**src/rtl/m68k_region_decoder_pkg.sv**
```systemverilog
// m68k_region_decoder_pkg: shared types, widths and per-PCB region tables for the 68000 region decoder
package m68k_region_decoder_pkg;
  localparam int ADDR_W = 24;
  localparam int WAIT_W = 4;
  typedef enum logic [1:0] {MODE_RW, MODE_RD, MODE_WR, MODE_OFF} mode_e;
  typedef enum logic [2:0] {S_IDLE, S_DECODE, S_WAIT, S_ACK, S_NOMAP, S_BERR} state_e;
  typedef struct packed {
    logic [ADDR_W-1:0] base;
    logic [ADDR_W-1:0] mask;
    logic [WAIT_W-1:0] wait_st;
    mode_e             mode;
    logic              ext;
  } region_cfg_t;
  localparam region_cfg_t CFG_OFF = '{base: '0, mask: '0, wait_st: '0, mode: MODE_OFF, ext: 1'b0};
  localparam region_cfg_t pcb_A7007_A8007 [5] = '{
    '{base: 24'h000000, mask: 24'hFC0000, wait_st: 4'd0, mode: MODE_RD, ext: 1'b0},
    '{base: 24'h040000, mask: 24'hFFC000, wait_st: 4'd0, mode: MODE_RW, ext: 1'b0},
    '{base: 24'h080000, mask: 24'hFF8000, wait_st: 4'd1, mode: MODE_RW, ext: 1'b0},
    '{base: 24'h0C0000, mask: 24'hFF0000, wait_st: 4'd2, mode: MODE_RW, ext: 1'b0},
    '{base: 24'h100000, mask: 24'hF00000, wait_st: 4'd0, mode: MODE_RW, ext: 1'b1}
  };
  localparam region_cfg_t pcb_A7008 [4] = '{
    '{base: 24'h000000, mask: 24'hF80000, wait_st: 4'd0, mode: MODE_RD, ext: 1'b0},
    '{base: 24'h200000, mask: 24'hFF0000, wait_st: 4'd0, mode: MODE_RW, ext: 1'b0},
    '{base: 24'h400000, mask: 24'hFFC000, wait_st: 4'd3, mode: MODE_RW, ext: 1'b0},
    '{base: 24'h800000, mask: 24'hFFFF00, wait_st: 4'd4, mode: MODE_WR, ext: 1'b0}
  };
  function automatic logic mode_allows(mode_e m, logic rw);
    return m == MODE_RW || (m == MODE_RD && rw) || (m == MODE_WR && !rw);
  endfunction
endpackage

```
**src/rtl/m68k_region_decoder_if.sv**
```systemverilog
// m68k_region_decoder_if: CPU-side bus signals between the 68000 and the region decoder
interface m68k_region_decoder_if
  import m68k_region_decoder_pkg::*;
#(parameter int NUM_REGIONS = 16);
  localparam int IW = $clog2(NUM_REGIONS);
  logic [ADDR_W-1:0]      a;
  logic                   as_n;
  logic                   rw;
  logic                   ext_ready;
  logic [NUM_REGIONS-1:0] cs;
  logic [IW-1:0]          region_idx;
  logic                   hit;
  logic                   dtack_n;
  logic                   berr_n;
  modport master (output a, as_n, rw, ext_ready, input cs, region_idx, hit, dtack_n, berr_n);
  modport slave  (input a, as_n, rw, ext_ready, output cs, region_idx, hit, dtack_n, berr_n);
endinterface

```
**src/rtl/m68k_region_decoder_match.sv**
```systemverilog
// m68k_region_decoder_match: combinational priority matcher, lowest matching index wins
module m68k_region_decoder_match
  import m68k_region_decoder_pkg::*;
#(
  parameter int NUM_REGIONS = 16
) (
  input  region_cfg_t [NUM_REGIONS-1:0]  tbl_i,
  input  logic [ADDR_W-1:0]              a_i,
  input  logic                           rw_i,
  output logic                           hit_o,
  output logic [$clog2(NUM_REGIONS)-1:0] idx_o
);
  always_comb begin
    hit_o = 1'b0;
    idx_o = '0;
    for (int i = NUM_REGIONS - 1; i >= 0; i--)
      if (((a_i ^ tbl_i[i].base) & tbl_i[i].mask) == '0 && mode_allows(tbl_i[i].mode, rw_i)) begin
        hit_o = 1'b1;
        idx_o = ($clog2(NUM_REGIONS))'(i);
      end
  end
endmodule

```
**src/rtl/m68k_region_decoder.sv**
```systemverilog
// m68k_region_decoder: programmable 68000 chip-select decoder with wait states, DTACK and BERR watchdog
module m68k_region_decoder
  import m68k_region_decoder_pkg::*;
#(
  parameter int NUM_REGIONS = 16,
  parameter int TIMEOUT     = 255
) (
  input  logic                           clk,
  input  logic                           reset_n,
  input  logic                           cfg_we_i,
  input  logic [$clog2(NUM_REGIONS)-1:0] cfg_idx_i,
  input  logic [ADDR_W-1:0]              cfg_base_i,
  input  logic [ADDR_W-1:0]              cfg_mask_i,
  input  logic [WAIT_W-1:0]              cfg_wait_i,
  input  logic [1:0]                     cfg_mode_i,
  input  logic                           cfg_ext_i,
  m68k_region_decoder_if.slave           bus
);
  localparam int IW = $clog2(NUM_REGIONS);
  localparam int WD_W = $clog2(TIMEOUT + 1);
  localparam logic [WD_W-1:0] WD_MAX = WD_W'(TIMEOUT);
  region_cfg_t [NUM_REGIONS-1:0] tbl_q;
  state_e                        state_q;
  logic [IW-1:0]                 idx_q, m_idx;
  logic [NUM_REGIONS-1:0]        cs_q;
  logic [WAIT_W-1:0]             cnt_q;
  logic [WD_W-1:0]               wd_q;
  logic                          m_hit, ext_q, hit_q, dtack_q, berr_q;

  m68k_region_decoder_match #(.NUM_REGIONS(NUM_REGIONS)) u_match (
    .tbl_i (tbl_q),
    .a_i   (bus.a),
    .rw_i  (bus.rw),
    .hit_o (m_hit),
    .idx_o (m_idx)
  );

  // Table writes land at the edge, so a DECODE on the same edge still sees the old entry.
  always_ff @(posedge clk or negedge reset_n) begin
    if (!reset_n) begin
      tbl_q   <= {NUM_REGIONS{CFG_OFF}};
      state_q <= S_IDLE;
      idx_q   <= '0;
      cs_q    <= '0;
      cnt_q   <= '0;
      wd_q    <= '0;
      ext_q   <= 1'b0;
      hit_q   <= 1'b0;
      dtack_q <= 1'b1;
      berr_q  <= 1'b1;
    end else begin
      if (cfg_we_i)
        tbl_q[cfg_idx_i] <= '{base: cfg_base_i, mask: cfg_mask_i, wait_st: cfg_wait_i,
                              mode: mode_e'(cfg_mode_i), ext: cfg_ext_i};
      if (bus.as_n && state_q != S_IDLE) begin
        state_q <= S_IDLE;
        idx_q   <= '0;
        cs_q    <= '0;
        hit_q   <= 1'b0;
        dtack_q <= 1'b1;
        berr_q  <= 1'b1;
      end else begin
        case (state_q)
          S_IDLE: if (!bus.as_n) state_q <= S_DECODE;
          S_DECODE: begin
            wd_q <= WD_W'(1);
            if (m_hit) begin
              state_q <= S_WAIT;
              idx_q   <= m_idx;
              cnt_q   <= tbl_q[m_idx].wait_st;
              ext_q   <= tbl_q[m_idx].ext;
              cs_q    <= NUM_REGIONS'(1) << m_idx;
              hit_q   <= 1'b1;
            end else
              state_q <= S_NOMAP;
          end
          S_WAIT:
            if (ext_q ? bus.ext_ready : cnt_q == '0) begin
              state_q <= S_ACK;
              dtack_q <= 1'b0;
            end else if (wd_q == WD_MAX) begin
              state_q <= S_BERR;
              berr_q  <= 1'b0;
              cs_q    <= '0;
              hit_q   <= 1'b0;
            end else begin
              cnt_q <= cnt_q - WAIT_W'(cnt_q != '0);
              wd_q  <= wd_q + WD_W'(1);
            end
          S_NOMAP:
            if (wd_q == WD_MAX) begin
              state_q <= S_BERR;
              berr_q  <= 1'b0;
            end else
              wd_q <= wd_q + WD_W'(1);
          default: ;
        endcase
      end
    end
  end

  assign bus.cs         = cs_q;
  assign bus.region_idx = idx_q;
  assign bus.hit        = hit_q;
  assign bus.dtack_n    = dtack_q;
  assign bus.berr_n     = berr_q;
endmodule

```
**src/flat_wrapper.sv**
```systemverilog
// flat-port wrapper written by rule: the top's interface ports become plain ports
module m68k_region_decoder_flat import m68k_region_decoder_pkg::*;
#(
  parameter int NUM_REGIONS = 16,
  parameter int TIMEOUT     = 255
)
  (clk, reset_n, cfg_we_i, cfg_idx_i, cfg_base_i, cfg_mask_i, cfg_wait_i, cfg_mode_i, cfg_ext_i, bus_a, bus_as_n, bus_rw, bus_ext_ready, bus_cs, bus_region_idx, bus_hit, bus_dtack_n, bus_berr_n);
  m68k_region_decoder_if #(.NUM_REGIONS(NUM_REGIONS)) bus_i ();
  input  logic clk;
  input  logic reset_n;
  input  logic cfg_we_i;
  input  logic [$clog2(NUM_REGIONS)-1:0] cfg_idx_i;
  input  logic [ADDR_W-1:0] cfg_base_i;
  input  logic [ADDR_W-1:0] cfg_mask_i;
  input  logic [WAIT_W-1:0] cfg_wait_i;
  input  logic [1:0] cfg_mode_i;
  input  logic cfg_ext_i;
  input wire logic [$bits(bus_i.a)-1:0] bus_a;
  input wire logic [$bits(bus_i.as_n)-1:0] bus_as_n;
  input wire logic [$bits(bus_i.rw)-1:0] bus_rw;
  input wire logic [$bits(bus_i.ext_ready)-1:0] bus_ext_ready;
  output wire logic [$bits(bus_i.cs)-1:0] bus_cs;
  output wire logic [$bits(bus_i.region_idx)-1:0] bus_region_idx;
  output wire logic [$bits(bus_i.hit)-1:0] bus_hit;
  output wire logic [$bits(bus_i.dtack_n)-1:0] bus_dtack_n;
  output wire logic [$bits(bus_i.berr_n)-1:0] bus_berr_n;
  assign bus_i.a = bus_a;
  assign bus_i.as_n = bus_as_n;
  assign bus_i.rw = bus_rw;
  assign bus_i.ext_ready = bus_ext_ready;
  assign bus_cs = bus_i.cs;
  assign bus_region_idx = bus_i.region_idx;
  assign bus_hit = bus_i.hit;
  assign bus_dtack_n = bus_i.dtack_n;
  assign bus_berr_n = bus_i.berr_n;
  m68k_region_decoder #(.NUM_REGIONS(NUM_REGIONS), .TIMEOUT(TIMEOUT)) u_core (.clk(clk), .reset_n(reset_n), .cfg_we_i(cfg_we_i), .cfg_idx_i(cfg_idx_i), .cfg_base_i(cfg_base_i), .cfg_mask_i(cfg_mask_i), .cfg_wait_i(cfg_wait_i), .cfg_mode_i(cfg_mode_i), .cfg_ext_i(cfg_ext_i), .bus(bus_i));
endmodule
```
**config.mk**
```make
export PLATFORM = sky130hd
export DESIGN_NAME = m68k_region_decoder_flat
export DESIGN_NICKNAME = d
export VERILOG_FILES = /design/src/rtl/m68k_region_decoder_pkg.sv /design/src/rtl/m68k_region_decoder_if.sv /design/src/rtl/m68k_region_decoder_match.sv /design/src/rtl/m68k_region_decoder.sv /design/src/flat_wrapper.sv
export SDC_FILE = /design/constraint.sdc
export NUM_CORES = 1
export LEC_CHECK = 0
export CAP_MARGIN = 25
export CORE_ASPECT_RATIO = 1.25
export CORE_MARGIN = 3
export CORE_UTILIZATION = 55
export CTS_CLUSTER_DIAMETER = 120
export DETAILED_ROUTE_END_ITERATION = 16
export GPL_TIMING_DRIVEN = 0
export PLACE_DENSITY = 0.73
export RECOVER_POWER = 25
export SLEW_MARGIN = 30
export SYNTH_ARGS = -nofsm -noshare
export SYNTH_HDL_FRONTEND = slang
export SYNTH_SLANG_ARGS = --single-unit
```
**constraint.sdc**
```tcl
create_clock -name clk -period 5.7 [get_ports clk]
set_clock_uncertainty 0.15 [all_clocks]
set_input_delay 1.14 -clock clk [delete_from_list [all_inputs] [get_ports clk]]
set_output_delay 1.14 -clock clk [all_outputs]
set_load 0.01 [all_outputs]
```
[After elaboration in Yosys (flattened, before gate mapping)]
Cells that the tools add are included.
Word-level totals
  memories kept: 0
  bits in writable memories: 0
  flip-flop bits (word level): 919
  bits in latches: 0
  memory bits (read-only): 0
  output and inout port bits: 23
  logic and storage cells: 378
  input port bits: 89
Cells by class
  mux-type cells: 71
  $add $sub $neg: 2
  magnitude comparators: 3
  eq/ne operators: 43
  reductions and logical operators: 136
  bitwise gates (word level): 33
  shift-type cells: 1
  multiply operators: 0
  divide/modulo/power cells: 0
Operator list (count)
  880-bit bitwise mux: 1
  24-bit AND: 16
  24-bit zero test: 16
  24-bit bitwise XOR: 16
  55-bit binary-select mux with 4-bit select: 1
  55-bit demux with 4-bit select: 1
  4-bit two-way mux: 22
  16-bit two-way mux: 4
  55-bit two-way mux: 1
  1-bit logical AND: 50
  2-bit by 1-bit == test with 1-bit output, second input constant: 16
  2-bit == test, second input constant: 16
  2-bit zero test: 16
  1-bit logical OR: 32
  16-bit case mux with 2 select lines: 1
  1-bit two-way mux: 27
  8-bit case mux with 3 select lines: 1
  8-bit two-way mux: 2
  1-bit by 4-bit left shift with 16-bit output, first input constant: 1
  3-bit two-way mux: 5
  3-bit case mux with 4 select lines: 1
  3-bit nonzero test: 4
  4-bit by 5-bit < comparator with 1-bit output, second input constant: 2
  2-bit nonzero test: 5
  other kinds (24): 32

[Longest topological paths before layout]
  word-level depth: 25
  depth in mapped cells: 16
  gate-level depth less buffers: 12

[Modules after synthesis]
Synthesis repeated with hierarchy kept, for this count alone.
Second synthesis, totals
  cell total of the unflattened synthesis: 2920
  area, all modules: 41369.7 um2
By module, submodules not included
  m68k_region_decoder: times used 1, seq. area each 23039.6 um2, area an instance 35293.8 um2, cells an instance 2178
  m68k_region_decoder_match: times used 1, seq. area each 0.0 um2, area an instance 6075.8 um2, cells an instance 742

[Worst setup path before layout]
Ideal clock, no wire load.
  kind: in2reg
  start: input bus_a[6]
  end: register u_core.cnt_q[0]
  slack: 1.800 ns
  arrival: 3.618 ns
  library setup time: 0.132 ns
  required time: 5.418 ns
  path buffers: 2
  stages: 14
  cell sequence: buf_6 buf_6 xor2_1 a221oi_2 nand3_1 nor2_1 and4b_1 o211ai_1 a2111o_1 nand2_4 mux4_2 nand3_1 and3_1 o21ai_0
Between the ends
  longest elaborated chain between the ends: 24
  elaborated cells between the ends (all ways): 102
  classes of those cells: eq/ne (1); mux (36); bitwise (32); reduce/logical (33)
RTL lines
  start, declared: line flat_wrapper.sv:18  | input wire logic [$bits(bus_i.a)-1:0] bus_a;
  24-bit bitwise XOR: line m68k_region_decoder_match.sv:17  | if (((a_i ^ tbl_i[i].base) & tbl_i[i].mask) == '0 && mode_allows(tbl_i[i].mode, rw_i)) begin
  24-bit AND: line m68k_region_decoder_match.sv:17
  24-bit zero test: line m68k_region_decoder_match.sv:17
  1-bit logical AND: line m68k_region_decoder_match.sv:17
  4-bit two-way mux (16 in a row): line m68k_region_decoder_match.sv:17
  55-bit binary-select mux with 4-bit select: line m68k_region_decoder.sv:70  | cnt_q <= tbl_q[m_idx].wait_st;
  7-bit two-way mux (implied by the code): line m68k_region_decoder.sv:70
  4-bit two-way mux: line m68k_region_decoder.sv:67  | if (m_hit) begin
  4-bit case mux with 2 select lines: line m68k_region_decoder.sv:63  | case (state_q)
  end signal, assigned: line m68k_region_decoder.sv:70
  end signal, assigned: line m68k_region_decoder.sv:87  | cnt_q <= cnt_q - WAIT_W'(cnt_q != '0);
  end, declared: line m68k_region_decoder.sv:26  | logic [WAIT_W-1:0] cnt_q;
Parallel ways exist; a longest one is shown, timed or not. The select of a mux whose other input is x is not followed.
A chain may end at the register's enable or synchronous reset.

[Final worst setup path]
  start: input bus_rw
  end: register u_core.cnt_q[3]
Between the ends
  longest elaborated chain between the ends: 24
  elaborated cells between the ends (all ways): 119
  classes of those cells: eq/ne (1); mux (36); reduce/logical (82)
RTL lines
  start, declared: line flat_wrapper.sv:20  | input wire logic [$bits(bus_i.rw)-1:0] bus_rw;
  1-bit logical AND / 1-bit zero test (equally long branches): line m68k_region_decoder_pkg.sv:29  | return m == MODE_RW || (m == MODE_RD && rw) || (m == MODE_WR && !rw);
  1-bit logical OR / 1-bit logical AND (equally long branches): line m68k_region_decoder_pkg.sv:29
  1-bit logical OR: line m68k_region_decoder_pkg.sv:29
  1-bit logical AND: line m68k_region_decoder_match.sv:17
  4-bit two-way mux (16 in a row): line m68k_region_decoder_match.sv:17
  55-bit binary-select mux with 4-bit select: line m68k_region_decoder.sv:70
  7-bit two-way mux (implied by the code): line m68k_region_decoder.sv:70
  4-bit two-way mux: line m68k_region_decoder.sv:67
  4-bit case mux with 2 select lines: line m68k_region_decoder.sv:63
Parallel ways exist; a longest one is shown, timed or not. The select of a mux whose other input is x is not followed.

==> results.md <==
- Status: complete, but fails checks
- Failing checks: max-capacitance violations, max-slew violations
- First-pass DRT Iterations: 6
- Max clock buf depth: 3
- Setup slack, reg-to-reg: approximately 1.3 ns
- Initial antenna violation count: 7
- Vias/cell: between 6 and 7
- CTS resizes: 0
- Kind of critical path: in -> reg
- P&R area growth vs syn: 12.9%
- Highest Signal Layer: met4
- Mean post-synth cell area: between 10 and 15 um^2
- Top-count cell post-synth: mux2_2
- Hold Crit Start: u_core.tbl_q[119]$_DFFE_PN0P_
- Final Slew Violations: around 440
- Worst VDD drop: 0.230 mV
- Max-cap violation count: 4
- Post-route ant nets: 0
- Netlist cell types: 57
- Comb power frac: approximately 22%
- Die W: around 250 um
- Sequential power share: between 40% and 50%
- Critical R2R Launch: u_core.tbl_q[636]$_DFFE_PN0P_
- DP HPWL: roughly 90000 um
- Total power: 19.5 mW
- Fraction of registers with async set/reset: 100%
- Max stage delay on crit path: roughly 0.91 ns
- Final min period: approximately 5.5 ns
- Ys flop type: dfrtp_1
- Synth cell count leaders: mux2_2, dfrtp_1, xor2_1
- DIE AREA: 78500 um^2
- Warnings from Yosys: 0
- Die height: around 310 um
- Crit-path max FO: 10
- Routed wl met3: between 10000 and 15000 um
- GRT Total Usage: between 30% and 40%
- Clock sink total: ~920
- Vias: 26.8k
- R2R Path End: u_core.cnt_q[2]$_DFFE_PN0P_
- Final Hold Viols: 0
- Clock share of power: roughly a third
- Hold buffer count at CTS: 0
- CP Capture Type: register
- Post-synth net total: 3046
- Inst Count DP: around 4k
- Num rows: ~110
- Sequential area share after synthesis: between 50 and 60%
- Total gr overflow: 0
- F_max: about 0.18 GHz
- Slew HR: -60.1%
- Post-synth EDFFs: 0
- First-pass GRT wire length: around 190000 um
- Clock latency on the worst-skew pair: between 0.6 and 0.7 ns
- Yosys top cell by area: dfrtp_1
- Flop and latch count out of synthesis: roughly 920
- CP Cell Sequence: clkdlybuf4s50_1 > clkbuf_1 > a221oi_1 > nand3_1 > nor2_1 > nand4_1 > a31o_2 > a22oi_1 > buf_2 > nor2_1 > a22oi_1 > o2111ai_1 > nand3_1
- CTS tree: yes
- Remaining DRCs: 0
- Nets: about 3.2k
- Routed len/inst: 32.3 um
- Crit start category: primary input
- HP Class: reg -> reg
- Htree depth: 3
- Vias in the first global route: about 28k
- Iteration-0 DRC Markers: roughly 2.5k
- Share of cells above drive strength 1: approximately 37%
- Post-synth top area share: between 50% and 60%
- CP max-delay cell: a221oi_1
- CTS Root Buffer Type: clkbuf_16
- Hold endpoint: u_core.tbl_q[119]$_DFFE_PN0P_
- Synth Instances: about 3.0k
- Net Sw Frac: between 20 and 30%
- Initial core utilization: about 56%
- Register-to-Register Path Depth: 13
- IO Count: about 110
- Leak: between 20 and 25 nW
- RSZ-0062 raised after global routing: no
- Power per Cell Area: around 420 nW/um^2
- # Post-CTS Setup Buffers: 0
- M1 WL: 52500 um
- CP top delay family: compound AO/OA/AOI/OAI gates
- Synth area leaders: dfrtp_1, mux2_2, xor2_1, a22oi_1, dfstp_2
- Pin count of the biggest net entering global routing: approximately 140
- Worst slew pin tran: around 2.4 ns
- CTS buffer count: 90
- Pre-CTS setup slack: -0.341 ns
- Hold depth: 1
- Setup WS post-layout: between 0.15 and 0.2 ns
- Met2 WL post-DR: 61800 um
- Net Sw Power: 5.68 mW
- Clock-pin slew on the worst setup and hold paths: roughly 0.060 ns
- Mapped cell area: between 40000 and 50000 um^2
- Part of the cycle the worst path needs: between 90% and 100%
- Internal power: 13.8 mW
- Post-Route WL: 135000 um
- Core Box Area: 73900 um^2
- Gpl congestion: about 0.9
- Final setup fails: 0
- CP Buf/Inv Count: 3
- Port Buffer Count: 87
- Final non-filler cell total: 4175
- CP Data Arrival Time: ~6 ns
- Final Util: between 60 and 70%
- CP required: between 6 and 7 ns
==> worst max-delay path by stage <==
stage / from / endpoint / slack, ns / cells past startpoint
after floorplan: bus_a[6] / u_core.cnt_q[0]$_DFFE_PN0P_ / 1.80 / 14
after global placement: reset_n / u_core.tbl_q[594]$_DFFE_PN0P_ / -35.61 / 1
after detailed placement: bus_rw / u_core.cnt_q[2]$_DFFE_PN0P_ / -0.34 / 14
after CTS: bus_rw / u_core.cnt_q[2]$_DFFE_PN0P_ / 0.35 / 13
after global routing: bus_rw / u_core.cnt_q[3]$_DFFE_PN0P_ / 0.23 / 13
final: bus_rw / u_core.cnt_q[3]$_DFFE_PN0P_ / 0.17 / 13
==> through the flow <==
| stage | instance area (um^2) | hold slack, ns | setup TNS (ns) |
|---|---|---|---|
| floorplan | 41300 | 0.310 | 0 |
| global placement | 43400 | 0.331 | - |
| detailed placement | 43700 | 0.341 | -2.83 |
| CTS | 46700 | 0.177 | 0 |
| global route | 46600 | 0.364 | 0 |
| finish | 46700 | 0.353 | 0 |
==> worst register-to-register path: stages, from the launching register on <==
cell	delay, ns
dfrtp_1	0.39
xor2_1	0.14
a221oi_1	0.50
nand3_1	0.31
nor2_1	0.16
nand4_1	0.56
and2_1	0.44
a2111o_1	0.48
nand2_4	0.18
buf_6	0.22
mux2i_1	0.31
mux2i_1	0.13
o221ai_1	0.20
nand3_1	0.11
==> power by group through the flow <==
stage	registers [mW]	clock network, mW	logic, mW
finish	9.01	6.22	4.24
global route	9.15	6.52	4.54
CTS	8.97	6.26	4.22
floorplan	8.82	0	2.95
global placement	9.03	0	4.00
detailed placement	9.08	0	4.19
==> logic make-up after synthesis <==
family | synth area share [%]
flip-flops | 55.8
multiplexers | 25.3
AND/OR/NAND/NOR | 2.85
XOR/XNOR | 8.20
adder cells (fa/ha/maj) | 0.0909
AO/OA/AOI/OAI | 5.17
buffers and inverters | 2.63
==> layout by cell type, fill, tap and decap left out, drive strengths merged, types with 5 or more instances in the layout <==
cell type,count
a21oi,9
o211ai,9
nand2,27
clkdlybuf4s50,86
nand4,37
a221oi,40
nand3,27
dfstp,34
a22o,41
nor2,57
nor3,6
inv,16
a22oi,120
nor2b,21
and3,5
buf,62
xor2,385
mux2i,45
o21ai,16
clkinv,22
dfrtp,885
bufinv,8
nand2b,16
mux2,886
clkbuf,283
a222oi,12
==> registers in the layout (all words and copies together), names as in the netlist <==
| signal | count |
|---|---|
| u_core.bus.berr_n | 1 |
| u_core.tbl_q | 880 |
| u_core.ext_q | 1 |
| u_core.wd_q | 8 |
| u_core.bus.hit | 1 |
| u_core.bus.cs | 16 |
| u_core.state_q | 3 |
| u_core.bus.dtack_n | 1 |
| u_core.bus.region_idx | 4 |
| u_core.cnt_q | 4 |
==> per-layer routing <==
metal  vias to the layer above  track usage (%)
met4                         0             20.6
met5                         -                0
met1                     14222             44.8
li1                      10907                -
met3                       399             7.09
met2                      1252             53.4
==> layout make-up <==
type                       count  area [um^2]
clock buffer                 128         2640
clock inverter                35          415
antenna                        3         7.51
sequential                   919        23000
multi-input combinational   1815        17200
buffer                       208         1080
timing repair buffer          95         1010
tap                          960         1200
fill                        5483        27200
inverter                      12         45.0
(Power assumes the default switching activity.)
